**config.mk**
```make
export PLATFORM = sky130hd
export DESIGN_NAME = pwm_multi
export DESIGN_NICKNAME = d
export VERILOG_FILES = /design/src/rtl/pwm_pkg.sv /design/src/rtl/pwm_frame_ctr.sv /design/src/rtl/pwm_multi.sv
export SDC_FILE = /design/constraint.sdc
export NUM_CORES = 1
export LEC_CHECK = 0
export ABC_AREA = 0
export CELL_PAD_IN_SITES_DETAIL_PLACEMENT = 0
export CELL_PAD_IN_SITES_GLOBAL_PLACEMENT = 1
export CORE_ASPECT_RATIO = 0.7
export CORE_MARGIN = 1.5
export CORE_UTILIZATION = 45
export CTS_CLUSTER_DIAMETER = 120
export DETAILED_ROUTE_END_ITERATION = 7
export PLACE_DENSITY_LB_ADDON = 0.1
export SLEW_MARGIN = 40
export SYNTH_ARGS = -nofsm -noshare
export SYNTH_HDL_FRONTEND = slang
export SYNTH_SLANG_ARGS = --single-unit
```
**constraint.sdc**
```tcl
create_clock -name clk -period 8.5 [get_ports clk]
set_clock_uncertainty 0.05 [all_clocks]
set_input_delay 1.7 -clock clk [delete_from_list [all_inputs] [get_ports clk]]
set_output_delay 1.7 -clock clk [all_outputs]
set_load 0.01 [all_outputs]
```
**src/rtl/pwm_pkg.sv**
```systemverilog
// Shared definitions for the multi-channel PWM block: mode encoding and
// parameter defaults used by the top level and the frame counter.
package pwm_pkg;

  localparam int CH_DEFAULT    = 2;
  localparam int WIDTH_DEFAULT = 8;

  // Frame shape: edge-aligned counts 0..P, center-aligned counts 0..P..1.
  typedef enum logic {
    MODE_EDGE   = 1'b0,
    MODE_CENTER = 1'b1
  } pwm_mode_e;

endpackage

```
**src/rtl/pwm_frame_ctr.sv**
```systemverilog
// Frame counter shared by all PWM channels. Produces the current count and
// a boundary flag; latches period and mode only at a frame boundary.
// A boundary is any enabled cycle whose count is 0: count 0 occurs exactly
// once per frame in both modes, and the counter sits at 0 while disabled
// or after reset, so the first enabled cycle is also a boundary.
module pwm_frame_ctr
  import pwm_pkg::*;
#(
  parameter int WIDTH = WIDTH_DEFAULT
) (
  input  logic             clk,
  input  logic             rst,
  input  logic             enable,
  input  logic             mode,
  input  logic [WIDTH-1:0] period,
  output logic [WIDTH-1:0] cnt,
  output logic             boundary
);

  logic [WIDTH-1:0] cnt_q;
  logic [WIDTH-1:0] cnt_d;
  logic             down_q;
  logic             down_d;
  logic [WIDTH-1:0] period_q;
  pwm_mode_e        mode_q;
  logic [WIDTH-1:0] period_eff;
  pwm_mode_e        mode_eff;

  assign boundary   = enable && (cnt_q == '0);
  // At a boundary the freshly presented period/mode already govern this frame.
  assign period_eff = boundary ? period : period_q;
  assign mode_eff   = boundary ? pwm_mode_e'(mode) : mode_q;
  assign cnt        = cnt_q;

  // Next-count and direction for the coming cycle.
  always_comb begin
    // NOTE: defaults first so every path assigns and no latch is inferred.
    cnt_d  = cnt_q;
    down_d = down_q;
    if (mode_eff == MODE_EDGE) begin
      down_d = 1'b0;
      cnt_d  = (cnt_q >= period_eff) ? '0 : cnt_q + WIDTH'(1);
    end else if (!down_q || boundary) begin
      // Rising half: turn around at the top, or stay at 0 when P == 0.
      if (cnt_q >= period_eff) begin
        cnt_d  = (period_eff == '0) ? '0 : cnt_q - WIDTH'(1);
        down_d = (period_eff != '0);
      end else begin
        cnt_d  = cnt_q + WIDTH'(1);
        down_d = 1'b0;
      end
    end else begin
      // Falling half: reaching 0 lands on the next boundary.
      cnt_d  = cnt_q - WIDTH'(1);
      down_d = 1'b1;
    end
  end

  // Counter state and boundary latching of period/mode.
  always_ff @(posedge clk) begin
    // NOTE: non-blocking assignments for all registered state.
    if (rst) begin
      cnt_q    <= '0;
      down_q   <= 1'b0;
      period_q <= '0;
      mode_q   <= MODE_EDGE;
    end else if (!enable) begin
      cnt_q  <= '0;
      down_q <= 1'b0;
    end else begin
      cnt_q  <= cnt_d;
      down_q <= down_d;
      if (boundary) begin
        period_q <= period;
        mode_q   <= pwm_mode_e'(mode);
      end
    end
  end

endmodule

```
**src/rtl/pwm_multi.sv**
```systemverilog
// Multi-channel PWM with a one-deep pending sample buffer. New duty sets
// take effect at frame boundaries; a boundary with no pending set repeats
// the previous duties and reports an underrun.
module pwm_multi
  import pwm_pkg::*;
#(
  parameter int CH    = CH_DEFAULT,
  parameter int WIDTH = WIDTH_DEFAULT
) (
  input  logic                clk,
  input  logic                rst,
  input  logic                enable,
  input  logic                mode,
  input  logic [WIDTH-1:0]    period,
  input  logic                sample_valid,
  input  logic [CH*WIDTH-1:0] sample_data,
  output logic                sample_ready,
  output logic [CH-1:0]       pwm_out,
  output logic                frame_start,
  output logic                underrun
);

  logic [WIDTH-1:0]    cnt;
  logic                boundary;
  logic [CH*WIDTH-1:0] pending_q;
  logic                pending_valid_q;
  logic [CH*WIDTH-1:0] active_q;
  logic [CH*WIDTH-1:0] duty_eff;
  logic                transfer;
  logic                take_pending;
  logic [CH-1:0]       hit;

  pwm_frame_ctr #(
    .WIDTH (WIDTH)
  ) u_frame_ctr (
    .clk      (clk),
    .rst      (rst),
    .enable   (enable),
    .mode     (mode),
    .period   (period),
    .cnt      (cnt),
    .boundary (boundary)
  );

  assign sample_ready = !pending_valid_q;
  assign transfer     = sample_valid && sample_ready;
  assign take_pending = boundary && pending_valid_q;
  // Count 0 of a new frame already compares against the duty being loaded.
  assign duty_eff     = take_pending ? pending_q : active_q;

  for (genvar i = 0; i < CH; i++) begin : g_ch
    assign hit[i] = cnt < duty_eff[i*WIDTH +: WIDTH];
  end

  // Pending buffer handshake and transfer into the active duty set.
  always_ff @(posedge clk) begin
    // NOTE: the sample registers are reset as well, so a reset never replays a stale duty set.
    if (rst) begin
      pending_q       <= '0;
      pending_valid_q <= 1'b0;
      active_q        <= '0;
    end else begin
      if (take_pending) begin
        pending_valid_q <= 1'b0;
        active_q        <= pending_q;
      end else if (transfer) begin
        pending_q       <= sample_data;
        pending_valid_q <= 1'b1;
      end
    end
  end

  // Registered outputs, one cycle behind the count they describe.
  always_ff @(posedge clk) begin
    if (rst) begin
      pwm_out     <= '0;
      frame_start <= 1'b0;
      underrun    <= 1'b0;
    end else begin
      pwm_out     <= enable ? hit : '0;
      frame_start <= boundary;
      underrun    <= boundary && !pending_valid_q;
    end
  end

endmodule

```
==> results of run 1 <==
## synth_stat cells, drive strengths merged, types with 2 or more instances
library cell / number
nor3: 9
buf: 6
a22oi: 2
nor2: 37
dfxtp: 55
nand3: 8
a31oi: 2
o21ai: 5
o31ai: 3
nand4: 5
o21a: 3
nor4: 5
and2: 4
inv: 5
and3: 2
clkbuf: 12
o311a: 2
mux2i: 23
nor2b: 5
ha: 25
mux2: 2
nand2b: 2
nand2: 44
a32oi: 2
a21oi: 29
## where the power goes
| group | total, uW | switching, uW | leakage (uW) | internal, uW |
|---|---|---|---|---|
| combinational | 386 | 216 | 0.000867 | 170 |
| sequential | 345 | 48.7 | 0.000448 | 296 |
| clock | 144 | 86.0 | 0.0000412 | 57.8 |
## layer usage
| layer | wire (um) | vias up |
|---|---|---|
| met5 | 0 | - |
| met4 | 71 | 0 |
| met3 | 209 | 7 |
| met2 | 2550 | 30 |
| met1 | 3420 | 1015 |
| li1 | - | 1141 |
## final timing paths
path / from / depth (start not counted) / endpoint
worst max register to register: u_frame_ctr.cnt[5] / 10 / u_frame_ctr.cnt[3]
worst min-delay path: pending_q[10] / 2 / pending_q[10]
worst max-delay path: enable / 11 / u_frame_ctr.cnt[3]
worst min register to register: pending_q[10] / 2 / pending_q[10]
## cell type report
cell class	count	area [um2]
timing repair buffer	34	338
clock buffer	6	72.6
clock inverter	2	12.5
sequential	55	1100
tap	75	93.8
multi-input combinational	233	1540
fill	560	2640
inverter	5	18.8
## cell families (layout without fill, tap and decap cells)
logic type	count (synthesis)	after routing	synth area share
AO/OA/AOI/OAI	57	57	0.137
adder cells (fa/ha/maj)	25	25	0.114
buffers and inverters	23	47	0.0410
flip-flops	55	55	0.401
multiplexers	25	25	0.0920
AND/OR/NAND/NOR	126	126	0.215
## worst max-delay path, stage by stage
cell and delay (ns):
sky130_fd_sc_hd__clkdlybuf4s50_1 0.50, sky130_fd_sc_hd__and4bb_1 0.28, sky130_fd_sc_hd__and2_1 0.49, sky130_fd_sc_hd__mux2_2 0.42, sky130_fd_sc_hd__ha_1 0.27, sky130_fd_sc_hd__nand2b_1 0.09, sky130_fd_sc_hd__a21oi_1 0.09, sky130_fd_sc_hd__o311ai_1 0.64
sky130_fd_sc_hd__nor2_1 0.28, sky130_fd_sc_hd__a32o_1 0.27, sky130_fd_sc_hd__a221o_1 0.33
## metrics by stage
stage / worst slack (ns) / std cells / util / instance area (um2) / hold WS [ns]
after floorplan: 4.09 / 311 / - / 2750 / 0.386
after global placement: 3.16 / 402 / 0.531 / 3080 / 0.397
after detailed placement: 3.01 / 402 / 0.532 / 3090 / 0.399
after CTS: 3.33 / 410 / 0.546 / 3180 / 0.413
after global routing: 3.05 / 410 / 0.546 / 3180 / 0.427
final: 3.31 / 410 / 0.546 / 3180 / 0.410
## state kept, by name, summed over array words and instances, names as in the netlist
register	flops
frame_start	1
underrun	1
u_frame_ctr.cnt	8
active_q	16
u_frame_ctr.period_q	8
pending_q	16
pwm_out	2
u_frame_ctr.down_q	1
u_frame_ctr.mode_q	1
pending_valid_q	1
==> impl_metrics.toml, run 1 <==
[min_path]
timing.hold.worst.class = "flip-flop to flip-flop"

[final_layout]
mostFrequentLayoutCell = "sky130_fd_sc_hd__dfxtp_1"
finish.net_count = 388
area_delta_synth_final_pct = 15.7
num_antenna_cells = 0
drive_above_1_share = 0.0507
layout.cells.most_common_list = "sky130_fd_sc_hd__dfxtp_1 (55), sky130_fd_sc_hd__nand2_1 (44), sky130_fd_sc_hd__nor2_1 (37)"

[clock_network]
cts_buffers = 5
tritoncts = "done"
worstSkewPairLatency_ns = 0.31
postCtsSetupBuffers = 0
root_buffer = "sky130_fd_sc_hd__clkbuf_8"
path_clk_slew_ns = 0.10
ctsHoldBuffers = 0
cts_sinks = 55
cts_max_path_buffers = 2
cts-htree-levels = 2
postCtsResizedCells = 0

[grt]
grt_start_max_net_pins = 45
globalRouteOverflowTotal = 0
grt_pass1_wl_um = 10100
grtUsageTotal = 0.205
grt-busiest-layer = "met2"
global_route.usage.met3 = 0.0400
gr_util_met2 = 0.307
grt_pass1_vias = 1973
grt_use_met1 = 0.300
number_of_antenna_violations_at_the_first_check_in_global_routing = 0

[power_and_ir_drop]
report.power.total_uw = 874
maximum_vdd_drop_mv = 0.160
power.static_leakage_uw = 0.00136
p_per_area_nw_per_um2 = 275

[sta]
timing.fmax_ghz = 0.193
min_period_over_period = 0.611
slew_violations = 0
report.final.setup_viol = 0
rsz0062_at_grt = "no"
min_period_ns = 5.19
finalHoldViolations = 0
setup_tns_ns = 0
max_slew_margin = 0.468
tightest_slew_ns = 0.796

[route]
route.antenna.remaining_nets = 0
drcViolationCount = 0
via_count = 2193
post_drt_via_cell_ratio = 5.35
initialDrtViolationCount = 79
drt_first_pass_iters = 5
routed_wire_length_per_instance_um = 15.2
wirelength_um = 6250

[yosys]
post_synth_top_flop = "sky130_fd_sc_hd__dfxtp_1"
synth_async_sr_flop_share = 0
netlist_top_cells_area = "sky130_fd_sc_hd__dfxtp_1 (40%), sky130_fd_sc_hd__ha_1 (11%), sky130_fd_sc_hd__mux2i_1 (8.4%)"
ys_types = 43
synth_top_area_share = 0.401
synthesis.nets = 365
synth.largest_area_cell = "sky130_fd_sc_hd__dfxtp_1"
number_of_enable_type_register_cells_in_the_synthesized_netlist = 0
syn-instance-count = 311
synth.yosys.seq_area_share = 0.401
synthesis.area_um2 = 2750
synth_area_per_cell_um2 = 8.83
postSynthRegisterBits = 55
synthesis.yosys.warnings = 0

[place]
port_buffers = 33
gp_routability_congestion = 0.838
place_hpwl_um = 4440

[job]
maxCapViolations = 0

[worst_setup_path]
crit_path_start_kind = "input pin"
worstPathArrival_ns = 5.35
element_type_at_the_critical_path_end = "flip-flop"
required_ns = 8.66
timing.critical_path.fanout_max = 10
critPathKind = "input pin to flip-flop"
r2r_slack_ns = 4.38

[floorplan]
die_x_extent_um = 96.4
dieHeight_um = 68.4
placementRows = 23
num_ports = 34
coreArea_um2 = 5810
initial_utilization = 0.472
die_area_um2 = 6590

[run_status]
outcome = "finished, final reports clean"
Power figures use the tool's default switching activity.
==> run 2: changes to the inputs <==
- CORE_UTILIZATION: 45 -> 42
- clock period: 8.5 -> 5.35 ns (I/O delays scaled with it)
==> impl_metrics.toml, run 2 (synthesis results as in run 1) <==
[clock_network]
cts_buffers = 5
cts_sinks = 55
path_clk_slew_ns = 0.09
postCtsResizedCells = 0
tritoncts = "done"
ctsHoldBuffers = 0
cts_max_path_buffers = 2
root_buffer = "sky130_fd_sc_hd__clkbuf_8"
postCtsSetupBuffers = 0
cts-htree-levels = 2
worstSkewPairLatency_ns = 0.30

[route]
wirelength_um = 6060
via_count = 2226
drt_first_pass_iters = 4
route.antenna.remaining_nets = 0
drcViolationCount = 0
routed_wire_length_per_instance_um = 14.6
post_drt_via_cell_ratio = 5.35
initialDrtViolationCount = 90

[worst_setup_path]
required_ns = 5.49
timing.rr.start = "u_frame_ctr.cnt[5]"
cp-endpoint = "u_frame_ctr.cnt[3]"
worstPathArrival_ns = 4.70
r2r_slack_ns = 1.33
critPathKind = "input pin to flip-flop"
max_stage_delay_ns = 0.65
cp-startpoint = "enable"
worst_r2r_endpoint = "u_frame_ctr.cnt[3]"
element_type_at_the_critical_path_end = "flip-flop"
timing.critical_path.fanout_max = 9
r2r_cells = 12
crit_buf_inv = 2
path_depth = 12
cp_slowest_cell = "sky130_fd_sc_hd__o311ai_1"
crit_path_start_kind = "input pin"
path_delay_family = "compound AO/OA/AOI/OAI gates"
cp_cell_sequence = "clkdlybuf4s50_1 -> and4bb_1 -> and2_1 -> buf_4 -> mux2i_1 -> ha_1 -> o21a_1 -> a21oi_1 -> o311ai_1 -> nor2_1 -> a32o_1 -> a221o_1"

[sta]
rsz0062_at_grt = "no"
min_period_over_period = 0.852
setup_tns_ns = 0
finalHoldViolations = 0
tightest_slew_ns = 0.694
min_period_ns = 4.56
report.final.setup_viol = 0
slew_violations = 0
timing.fmax_ghz = 0.219
max_slew_margin = 0.530

[power_and_ir_drop]
switching_power_uw = 543
clock_power_share = 0.186
power.static_leakage_uw = 0.00139
combinationalPowerShare = 0.444
power_report.internal_total_uw = 889
maximum_vdd_drop_mv = 0.154
share_seq_of_total_power = 0.369
sw_frac_of_total = 0.379
p_per_area_nw_per_um2 = 443

[final_layout]
finish.net_count = 392
drive_above_1_share = 0.0621
layout.cells.most_common_list = "sky130_fd_sc_hd__dfxtp_1 (55), sky130_fd_sc_hd__nand2_1 (44), sky130_fd_sc_hd__nor2_1 (37)"
finish.utilization = 0.515
area_delta_synth_final_pct = 17.6
num_antenna_cells = 0
mostFrequentLayoutCell = "sky130_fd_sc_hd__dfxtp_1"
reg_top3 = "active_q: 16 flops, pending_q: 16 flops"
final.fill_count = 618

[grt]
grtUsageTotal = 0.181
grt_pass1_vias = 2082
number_of_antenna_violations_at_the_first_check_in_global_routing = 0
grt_start_max_net_pins = 45
globalRouteOverflowTotal = 0
grt_pass1_wl_um = 10200

[floorplan]
num_ports = 34
placementRows = 24
initial_utilization = 0.438
die_x_extent_um = 99.7
dieHeight_um = 70.7
die_area_um2 = 7040
coreArea_um2 = 6280

[place]
port_buffers = 33
gp_routability_congestion = 0.816
place_hpwl_um = 4450

[min_path]
timing.hold.worst.class = "flip-flop to flip-flop"
hold_path.startpoint = "pending_q[0]"

[job]
maxCapViolations = 0

[run_status]
outcome = "finished, final reports clean"
==> run 2: changes by cell type in the layout (fill, tap and decap cells not counted) <==
cell / change
sky130_fd_sc_hd__buf_4: +4
sky130_fd_sc_hd__bufinv_16: +1
sky130_fd_sc_hd__clkbuf_1: -1
sky130_fd_sc_hd__clkinv_2: -1
sky130_fd_sc_hd__nand3_1: +1
sky130_fd_sc_hd__nand3_2: -1
sky130_fd_sc_hd__nor2b_1: -1
sky130_fd_sc_hd__nor2b_2: +1
==> run 2: area by class of cell <==
| class | instances | area, um2 | area share |
|---|---|---|---|
| clock inverter | 2 | 37.5 | 0.0116 |
| sequential | 55 | 1100 | 0.341 |
| inverter | 5 | 18.8 | 0.00581 |
| clock buffer | 5 | 68.8 | 0.0213 |
| multi-input combinational | 233 | 1540 | 0.476 |
| tap | 78 | 97.6 | 0.0302 |
| timing repair buffer | 38 | 368 | 0.114 |
==> run 2: power groups by stage <==
| stage | combinational (uW) | clock [uW] | sequential (uW) |
|---|---|---|---|
| 2_1_floorplan | 480 | 0 | 522 |
| 3_3_place_gp | 620 | 0 | 538 |
| 3_5_place_dp | 630 | 0 | 538 |
| 4_1_cts | 634 | 278 | 529 |
| 5_1_grt | 713 | 295 | 538 |
| 6_report | 636 | 267 | 528 |
==> run 2: metrics by stage <==
step	hold slack [ns]	power, uW	std cells	instance area (um2)	setup slack [ns]
CTS	0.414	1440	416	3230	0.841
finish	0.411	1430	416	3230	0.789
floorplan	0.386	1000	311	2750	1.57
detailed placement	0.400	1170	409	3120	0.529
global route	0.429	1550	416	3230	0.542
global placement	0.396	1160	409	3120	0.581
==> run 2: how the worst min path moves through the flow <==
| stage | depth (start not counted) | slack (ns) | endpoint |
|---|---|---|---|
| 3_3_place_gp | 2 | 0.40 | pending_q[13] |
| 3_5_place_dp | 2 | 0.40 | pending_q[10] |
| 6_report | 2 | 0.41 | pending_q[0] |
| 2_1_floorplan | 2 | 0.39 | pending_q[0] |
| 5_1_grt | 2 | 0.43 | pending_q[8] |
| 4_1_cts | 2 | 0.41 | pending_q[9] |
==> run 2: per-layer routing <==
layer | vias to the layer above | track usage | wire length (um) | part of all wire
li1 | 1152 | - | - | -
met4 | 0 | 0.0376 | 47 | 0.0078
met1 | 1019 | 0.268 | 3150 | 0.52
met2 | 50 | 0.273 | 2560 | 0.42
met5 | - | 0 | 0 | 0
met3 | 5 | 0.0366 | 299 | 0.049
==> run 2: tightest hold or removal path: stages, from the launching register on <==
cell	delay, ns
sky130_fd_sc_hd__dfxtp_1	0.32
sky130_fd_sc_hd__nand2_1	0.05
sky130_fd_sc_hd__a21oi_1	0.05
==> run 3: changes to the inputs <==
- CORE_MARGIN: 1.5 -> unset
- SETUP_SLACK_MARGIN: unset -> 0.1
- SLEW_MARGIN: 40 -> 20
==> impl_metrics.toml, run 3 (synthesis results as in run 1) <==
[final_layout]
final.fill_count = 601
reg_top3 = "active_q: 16 flops, pending_q: 16 flops"
num_antenna_cells = 0
layout.cells.most_common_list = "sky130_fd_sc_hd__dfxtp_1 (55), sky130_fd_sc_hd__nand2_1 (44), sky130_fd_sc_hd__nor2_1 (37)"
finish.net_count = 392
drive_above_1_share = 0.0619
area_delta_synth_final_pct = 17.9
mostFrequentLayoutCell = "sky130_fd_sc_hd__dfxtp_1"

[sta]
fin_worst_hold_slack_ns = 0.410
timing.fmax_ghz = 0.220
min_period_ns = 4.55
min_period_over_period = 0.851
tightest_slew_ns = 0.808
slew_violations = 0
max_slew_margin = 0.460
finalHoldViolations = 0
report.final.setup_viol = 0
rsz0062_at_grt = "no"
setup_tns_ns = 0

[route]
via_count = 2230
route.antenna.remaining_nets = 0
drcViolationCount = 0
wirelength_um = 6070
initialDrtViolationCount = 67
routed_wire_length_per_instance_um = 14.6
post_drt_via_cell_ratio = 5.35
drt_first_pass_iters = 4

[power_and_ir_drop]
power_report.internal_total_uw = 902
sw_frac_of_total = 0.379
combinationalPowerShare = 0.436
share_seq_of_total_power = 0.365
p_per_area_nw_per_um2 = 448
report.power.total_uw = 1450
maximum_vdd_drop_mv = 0.160
clock_power_share = 0.200
switching_power_uw = 550
power.static_leakage_uw = 0.00140

[place]
place_hpwl_um = 4420
gp_routability_congestion = 0.817
port_buffers = 33

[worst_setup_path]
r2r_cells = 13
critPathKind = "input pin to flip-flop"
timing.rr.start = "u_frame_ctr.cnt[0]"
r2r_slack_ns = 1.34
worst_r2r_endpoint = "u_frame_ctr.cnt[3]"
crit_path_start_kind = "input pin"
cp_cell_sequence = "clkdlybuf4s50_1 -> and4bb_1 -> and2_1 -> buf_4 -> mux2i_1 -> ha_1 -> o21a_1 -> a21oi_1 -> o311ai_1 -> nor2_1 -> a32o_1 -> a221o_1"
worstPathArrival_ns = 4.71
cp_slowest_cell = "sky130_fd_sc_hd__o311ai_1"
element_type_at_the_critical_path_end = "flip-flop"
timing.critical_path.fanout_max = 9
required_ns = 5.50
max_stage_delay_ns = 0.65

[floorplan]
placementRows = 24
coreArea_um2 = 6280
die_area_um2 = 6870
num_ports = 34
dieHeight_um = 69.7
initial_utilization = 0.438
die_x_extent_um = 98.7

[grt]
grt_start_max_net_pins = 44
globalRouteOverflowTotal = 0
grt_pass1_vias = 2087
grtUsageTotal = 0.192
grt_pass1_wl_um = 10300
number_of_antenna_violations_at_the_first_check_in_global_routing = 0

[clock_network]
cts_buffers = 5
cts_sinks = 55
cts-htree-levels = 2
ctsHoldBuffers = 0
tritoncts = "done"
postCtsResizedCells = 0
path_clk_slew_ns = 0.10
postCtsSetupBuffers = 0
cts_max_path_buffers = 2
worstSkewPairLatency_ns = 0.31
root_buffer = "sky130_fd_sc_hd__clkbuf_8"

[job]
maxCapViolations = 0

[min_path]
hold_path_end = "pending_q[0]"
worst_hold_path.num_cells = 2
timing.hold.worst.class = "flip-flop to flip-flop"
hold_path.startpoint = "pending_q[0]"

[run_status]
outcome = "finished, final reports clean"
run 3: how the worst max path moves through the flow:
stage | from | to | slack, ns | cells past startpoint
2_1_floorplan | enable | u_frame_ctr.cnt[3] | 1.57 | 11
6_report | enable | u_frame_ctr.cnt[3] | 0.80 | 12
3_3_place_gp | enable | u_frame_ctr.cnt[3] | 0.57 | 12
4_1_cts | enable | u_frame_ctr.cnt[3] | 0.81 | 12
5_1_grt | enable | u_frame_ctr.cnt[3] | 0.46 | 12
3_5_place_dp | enable | u_frame_ctr.cnt[3] | 0.48 | 12
run 3: power by group through the flow:
stage                     Combinational [uW]  Clock (uW)  Sequential (uW)
after detailed placement                 628           0              538
after floorplan                          480           0              522
final                                    632         290              529
after CTS                                632         297              529
after global routing                     716         314              540
after global placement                   620           0              538
run 3: metrics by stage:
step | instances | area [um2] | setup WS, ns | utilization
floorplan | 311 | 2750 | 1.57 | -
finish | 417 | 3240 | 0.797 | 0.516
global placement | 409 | 3120 | 0.567 | 0.497
CTS | 417 | 3240 | 0.811 | 0.516
global route | 417 | 3240 | 0.457 | 0.516
detailed placement | 409 | 3120 | 0.477 | 0.497
run 3: cell type report:
cell class / count / area, um2 / area share
clock buffer: 6 / 82.6 / 0.0255
clock inverter: 2 / 35.0 / 0.0108
inverter: 5 / 18.8 / 0.00580
multi-input combinational: 233 / 1540 / 0.474
sequential: 55 / 1100 / 0.340
tap: 78 / 97.6 / 0.0301
timing repair buffer: 38 / 368 / 0.114
run 3: critical path: cells and delay by family:
kind	cells	cell delay (ns)
AOI/OAI and AO/OA	5	1.48
adders and majority gates	1	0.21
and+or+nand+nor	3	1.01
muxes	1	0.23
buffers and inverters	2	0.70
run 3: layer usage:
layer	vias up	share of wire	global-route usage
li1	1147	-	-
met1	1049	0.55	0.282
met2	29	0.42	0.287
met3	5	0.026	0.0373
met4	0	0.0086	0.0498
met5	-	0	0
